===== src/rtl/core_pkg.sv =====
// Shared types and constants for the Mini-RISC-V pipeline.
// The ID/EX control bundle is packed so that a bubble is simply the all-zero value.
package core_pkg;

    localparam int XLEN   = 32;
    localparam int REG_AW = 5;

    typedef struct packed {
        logic       valid;
        logic       alusrc;
        logic       regwrite;
        logic       memread;
        logic       memwrite;
        logic       csr_read;
        logic [3:0] alu_ctrl;
    } id_ex_ctrl_t;

    localparam id_ex_ctrl_t ID_EX_BUBBLE = '0;

endpackage


===== src/rtl/sat_counter.sv =====
// Event counter that increments on inc and sticks at all-ones instead of wrapping.
module sat_counter #(
    parameter int W = 16
) (
    input  logic         clk,
    input  logic         Rst,
    input  logic         inc,
    output logic [W-1:0] count
);

    // NOTE: state is written with non-blocking assignments so every flop samples pre-edge values.
    always_ff @(posedge clk or posedge Rst) begin
        if (Rst) begin
            count <= '0;
        end else if (inc && (count != '1)) begin
            count <= count + 1'b1;
        end
    end

endmodule


===== src/rtl/id_ex_stage.sv =====
// ID/EX pipeline register with load-use hazard detection, bubble insertion and flush control.
// A flush seen while the pipeline is held is remembered and applied on the first free edge.
module id_ex_stage
    import core_pkg::*;
#(
    parameter int CNT_W = 16
) (
    input  logic              clk,
    input  logic              Rst,
    input  logic              hold,
    input  logic              ex_flush,
    input  logic              id_valid,
    input  logic [XLEN-1:0]   id_pc,
    input  logic [REG_AW-1:0] id_rs1,
    input  logic [REG_AW-1:0] id_rs2,
    input  logic [REG_AW-1:0] id_rd,
    input  logic              id_uses_rs1,
    input  logic              id_uses_rs2,
    input  logic [XLEN-1:0]   id_rs1_data,
    input  logic [XLEN-1:0]   id_rs2_data,
    input  logic [XLEN-1:0]   id_imm,
    input  logic              id_alusrc,
    input  logic              id_regwrite,
    input  logic              id_memread,
    input  logic              id_memwrite,
    input  logic              id_csr_read,
    input  logic [3:0]        id_alu_ctrl,
    output logic              ID_EX_valid,
    output logic              ID_EX_alusrc,
    output logic              ID_EX_regwrite,
    output logic              ID_EX_memread,
    output logic              ID_EX_memwrite,
    output logic              ID_EX_csr_read,
    output logic [XLEN-1:0]   ID_EX_pc,
    output logic [XLEN-1:0]   ID_EX_rs1_data,
    output logic [XLEN-1:0]   ID_EX_rs2_data,
    output logic [XLEN-1:0]   ID_EX_imm,
    output logic [REG_AW-1:0] ID_EX_rs1,
    output logic [REG_AW-1:0] ID_EX_rs2,
    output logic [REG_AW-1:0] ID_EX_rd,
    output logic [3:0]        ID_EX_alu_ctrl,
    output logic              id_stall,
    output logic [CNT_W-1:0]  bubble_cnt,
    output logic [CNT_W-1:0]  flush_cnt
);

    id_ex_ctrl_t       ctrl_q;
    id_ex_ctrl_t       ctrl_d;
    logic [XLEN-1:0]   pc_q;
    logic [XLEN-1:0]   rs1_data_q;
    logic [XLEN-1:0]   rs2_data_q;
    logic [XLEN-1:0]   imm_q;
    logic [REG_AW-1:0] rs1_q;
    logic [REG_AW-1:0] rs2_q;
    logic [REG_AW-1:0] rd_q;
    logic              flush_pending;
    logic              haz;
    logic              kill;
    logic              rs1_match;
    logic              rs2_match;

    // A load in EX blocks any ID instruction that actually reads its destination (x0 never counts).
    assign rs1_match = id_uses_rs1 && (id_rs1 == rd_q);
    assign rs2_match = id_uses_rs2 && (id_rs2 == rd_q);
    assign haz       = ctrl_q.valid && ctrl_q.memread && (rd_q != '0) && id_valid
                       && (rs1_match || rs2_match);
    assign kill      = ex_flush || flush_pending;
    assign id_stall  = haz && !kill;

    always_comb begin
        ctrl_d          = ID_EX_BUBBLE;
        ctrl_d.valid    = id_valid;
        ctrl_d.alusrc   = id_alusrc;
        ctrl_d.regwrite = id_regwrite;
        ctrl_d.memread  = id_memread;
        ctrl_d.memwrite = id_memwrite;
        ctrl_d.csr_read = id_csr_read;
        ctrl_d.alu_ctrl = id_alu_ctrl;
    end

    always_ff @(posedge clk or posedge Rst) begin
        if (Rst) begin
            ctrl_q        <= ID_EX_BUBBLE;
            pc_q          <= '0;
            rs1_data_q    <= '0;
            rs2_data_q    <= '0;
            imm_q         <= '0;
            rs1_q         <= '0;
            rs2_q         <= '0;
            rd_q          <= '0;
            flush_pending <= 1'b0;
        end else if (hold) begin
            if (ex_flush) begin
                flush_pending <= 1'b1;
            end
        end else if (kill || haz) begin
            // Bubbles carry rd=0 and regwrite=0 so forwarding never matches them.
            ctrl_q        <= ID_EX_BUBBLE;
            pc_q          <= '0;
            rs1_data_q    <= '0;
            rs2_data_q    <= '0;
            imm_q         <= '0;
            rs1_q         <= '0;
            rs2_q         <= '0;
            rd_q          <= '0;
            flush_pending <= 1'b0;
        end else begin
            ctrl_q        <= ctrl_d;
            pc_q          <= id_pc;
            rs1_data_q    <= id_rs1_data;
            rs2_data_q    <= id_rs2_data;
            imm_q         <= id_imm;
            rs1_q         <= id_rs1;
            rs2_q         <= id_rs2;
            rd_q          <= id_rd;
        end
    end

    sat_counter #(.W(CNT_W)) u_bubble_cnt (
        .clk   (clk),
        .Rst   (Rst),
        .inc   (!hold && !kill && haz),
        .count (bubble_cnt)
    );

    sat_counter #(.W(CNT_W)) u_flush_cnt (
        .clk   (clk),
        .Rst   (Rst),
        .inc   (!hold && kill),
        .count (flush_cnt)
    );

    assign ID_EX_valid    = ctrl_q.valid;
    assign ID_EX_alusrc   = ctrl_q.alusrc;
    assign ID_EX_regwrite = ctrl_q.regwrite;
    assign ID_EX_memread  = ctrl_q.memread;
    assign ID_EX_memwrite = ctrl_q.memwrite;
    assign ID_EX_csr_read = ctrl_q.csr_read;
    assign ID_EX_alu_ctrl = ctrl_q.alu_ctrl;
    assign ID_EX_pc       = pc_q;
    assign ID_EX_rs1_data = rs1_data_q;
    assign ID_EX_rs2_data = rs2_data_q;
    assign ID_EX_imm      = imm_q;
    assign ID_EX_rs1      = rs1_q;
    assign ID_EX_rs2      = rs2_q;
    assign ID_EX_rd       = rd_q;

endmodule

===== config.mk =====
export PLATFORM = sky130hd
export DESIGN_NAME = id_ex_stage
export DESIGN_NICKNAME = d
export VERILOG_FILES = /design/src/rtl/core_pkg.sv /design/src/rtl/sat_counter.sv /design/src/rtl/id_ex_stage.sv
export SDC_FILE = /design/constraint.sdc
export NUM_CORES = 1
export LEC_CHECK = 0
export BUFFER_PORTS_ARGS = -buffer_cell sky130_fd_sc_hd__clkbuf_2
export CORE_MARGIN = 2
export CORE_UTILIZATION = 30
export CTS_CLUSTER_DIAMETER = 80
export DETAILED_ROUTE_END_ITERATION = 16
export GPL_TIMING_DRIVEN = 0
export HOLD_SLACK_MARGIN = 0.12
export PLACE_DENSITY = 0.66
export SLEW_MARGIN = 0
export SYNTH_ARGS = -nofsm -noshare
export SYNTH_HDL_FRONTEND = slang
export SYNTH_HIERARCHICAL = 1
export SYNTH_SLANG_ARGS = --single-unit

===== constraint.sdc =====
create_clock -name clk -period 6.4 [get_ports clk]
set_input_delay 0.96 -clock clk [delete_from_list [all_inputs] [get_ports clk]]
set_output_delay 0.96 -clock clk [all_outputs]
set_load 0.05 [all_outputs]

==> results by group <==
Outcome
  • Run status: complete, no violations

Timing
  • Tmin final: 3908 ps
  • Hold_ws: 492.1 ps
  • Final hold vios: 0
  • Worst Tran Pin Value: 929.4 ps
  • Relative slew slack: 38.04%
  • Final TNS setup: 0 ps
  • Unrepaired setup endpoints after global routing: false
  • F_max: 0.2559 GHz
  • Final WS setup: 2492 ps
  • Slew Viols, Final: 0
  • Clock Skews: 13.16 ps
  • Final Cycle Share: 61.06%
  • Final setup vio count: 0

Clock tree
  • CTS max path bufs: 2
  • Clock Sinks: 186
  • Clock-pin slew on the worst setup and hold paths: 70 ps
  • Post-CTS resize count: 0
  • Total CTS buffers: 17
  • Post-CTS setup buffer count: 0
  • CTS Root Cell: clkbuf_16
  • CTS tree: done
  • Worst-skew pair later-pin latency: 420 ps
  • Hold-fix buffers, CTS: 0
  • Htree depth: 4

Route
  • Detailed Routing Iterations Pass 1: 5
  • Wire length after detailed routing: 30.04 mm
  • Via density: 5.302
  • Total number of vias: 8611
  • Drc violations: 0
  • Antenna-violating nets left: 0
  • Avg WL per Cell: 18.50 um
  • Initial DRC count: 561

Synth
  • Synth Cell Area: 8708 um2
  • Synth area leaders: dfrtp_1, a32oi_1, o21ai_0
  • Synth area leader: dfrtp_1
  • Share of the synthesized area in the top cell type: 53.45%
  • Fraction of registers with async set/reset: 100.0%
  • Mapped Avg Cell Area: 10.07 um2
  • Post-synth cell types: 36
  • Register area share after synthesis: 53.45%
  • Main synth FF type: dfrtp_1
  • EDFF count, synth: 0
  • #FFs+latches synth: 186
  • Cell count after synthesis: 865
  • YS warnings: 6
  • Syn nets: 1026

Finish
  • Most frequent cells in the layout: clkbuf_2, dfrtp_1, nand2_1
  • Commonest non-fill, non-tap cell in the layout: clkbuf_2
  • # diodes: 0
  • Layout net count: 1390
  • Fin cells: 1624
  • Area grow syn2layout: 32.77%
  • Share of cells above drive strength 1: 32.98%

Setup path
  • R2R Setup Slk: 2870 ps
  • CP Capture Type: primary output
  • Worst reg2reg path startpoint: ID_EX_rd[1]
  • CP required: 5440 ps
  • Critical Path AT: 2950 ps
  • Crit Path Class: flop to primary output
  • R2r endpoint: u_bubble_cnt/count[14]
  • FF-to-FF path depth: 11
  • Critical Path Source Type: flop
  • Crit Path Max Fanout: 10

Floorplan
  • Initial Utilization: 30.42%
  • Die X: 174.4 um
  • Core footprint: 28630 um2
  • Height of the die: 174.4 um
  • Rows: 62
  • Die ar.: 30410 um2
  • Ports: 345

Global routing
  • Overflow after GRT: 0
  • Global-route usage over all layers: 19.50%
  • First-pass GRT wire length: 47.21 mm
  • Largest net degree at the start of global routing: 83
  • Number of global-route vias before repair: 8380
  • Initial antenna violation count: 0

Worst hold path
  • WHS Endpoint: ID_EX_rs2[3]
  • HP Start: ID_EX_rs2[3]
  • Hold depth: 2
  • Worst Hold Class: flop to flop

Place
  • Buffers on Ports: 344
  • HPWL after DPL: 22.28 mm
  • Global placement routability congestion: 0.8380
  • Worst slack, placed: 2224 ps
  • Placed Instances: 1594

Flow run
  • Max cap viols: 0

Pwr
  • Pleak: 5.269 nW
  • Peak VDD IR: 0.1793 mV
  • Pwr/cell area: 310.1 nW/um2
==> worst max-delay path by stage <==
| stage | startpoint | to | slack (ps) | depth (start not counted) |
|---|---|---|---|---|
| global route | ID_EX_rd[1] | id_stall | 2250 | 7 |
| CTS | ID_EX_rd[0] | id_stall | 2460 | 5 |
| floorplan | Rst | ID_EX_alu_ctrl[0] | 1290 | 1 |
| detailed placement | hold | u_bubble_cnt/count[14] | 2220 | 10 |
| finish | ID_EX_rd[0] | id_stall | 2490 | 5 |
| global placement | Rst | ID_EX_rs1_data[17] | -930 | 2 |
==> cell families after synthesis <==
logic type / after synthesis / share of synthesized area (%)
fa+ha+maj: 2 / 0.2873
mux: 6 / 0.7471
simple gates: 236 / 12.87
compound gates: 315 / 24.89
flops: 186 / 53.45
xor+xnor: 32 / 3.218
buf+inv: 88 / 4.540
==> cells in the mapped netlist, types with 2 or more instances <==
cell type	instances
dfrtp_1	186
nand2_1	167
a32oi_1	153
o21ai_0	127
clkbuf_1	65
xnor2_1	32
o21ai_1	26
nand3_1	14
nand4_1	12
buf_2	10
and3_1	9
nor2_1	8
buf_6	7
and4_1	6
a21oi_1	4
mux2_2	4
buf_1	3
inv_1	3
and2_1	2
and3_2	2
and4_2	2
ha_1	2
mux2i_1	2
nand2_2	2
nand2b_1	2
nand4_2	2
nand4_4	2
nor4_4	2
o21a_1	2
==> state kept, by name, summed over array words and instances, names as in the netlist, 4 cells and up <==
name	flops
ID_EX_pc	32
u_bubble_cnt/count	16
ID_EX_rs1_data	32
ID_EX_rs1	5
ID_EX_rs2	5
ID_EX_rd	5
ID_EX_rs2_data	32
ID_EX_imm	32
u_flush_cnt/count	16
ID_EX_alu_ctrl	4
==> through the flow <==
stage	cell area (um2)	power [mW]	utilization (%)
after floorplan	8708	2.141	-
after global placement	10910	2.458	38.12
after detailed placement	10950	2.474	38.24
after CTS	11560	3.635	40.39
after global routing	11560	3.761	40.39
final	11560	3.586	40.39
==> final cells by class <==
type                    count  area, um2
plain buffers              85      384.1
fillers                  2883      17060
inverters                   3      18.77
multi-input cells         591       3659
flip-flops and latches    186       4654
clock buffers              18      429.2
clock inverters            12      187.7
repair buffers            345       1749
well taps                 384      480.5
==> worst max-delay path: stages, from the launching register on <==
cell	delay (ps)
dfrtp_1	480
or4_1	630
o21ai_2	680
buf_2	380
nor4b_1	80
clkbuf_2	260
==> report_power, final <==
group          internal, mW  leakage [nW]  total (mW)  switching, mW
clock network         0.659         0.299        1.14          0.484
registers              1.31          2.40        1.42          0.113
logic                 0.238          2.57        1.02          0.780
total                  2.21          5.27        3.59           1.38
==> routing by layer <==
layer	vias up	track usage, %	wire length, um
li1	4004	-	-
met2	357	31.56	14200
met4	0	6.513	752
met3	45	4.790	2363
met5	-	0	0
met1	4205	25.55	12720
Note: power is estimated with default switching activity, not from simulation.
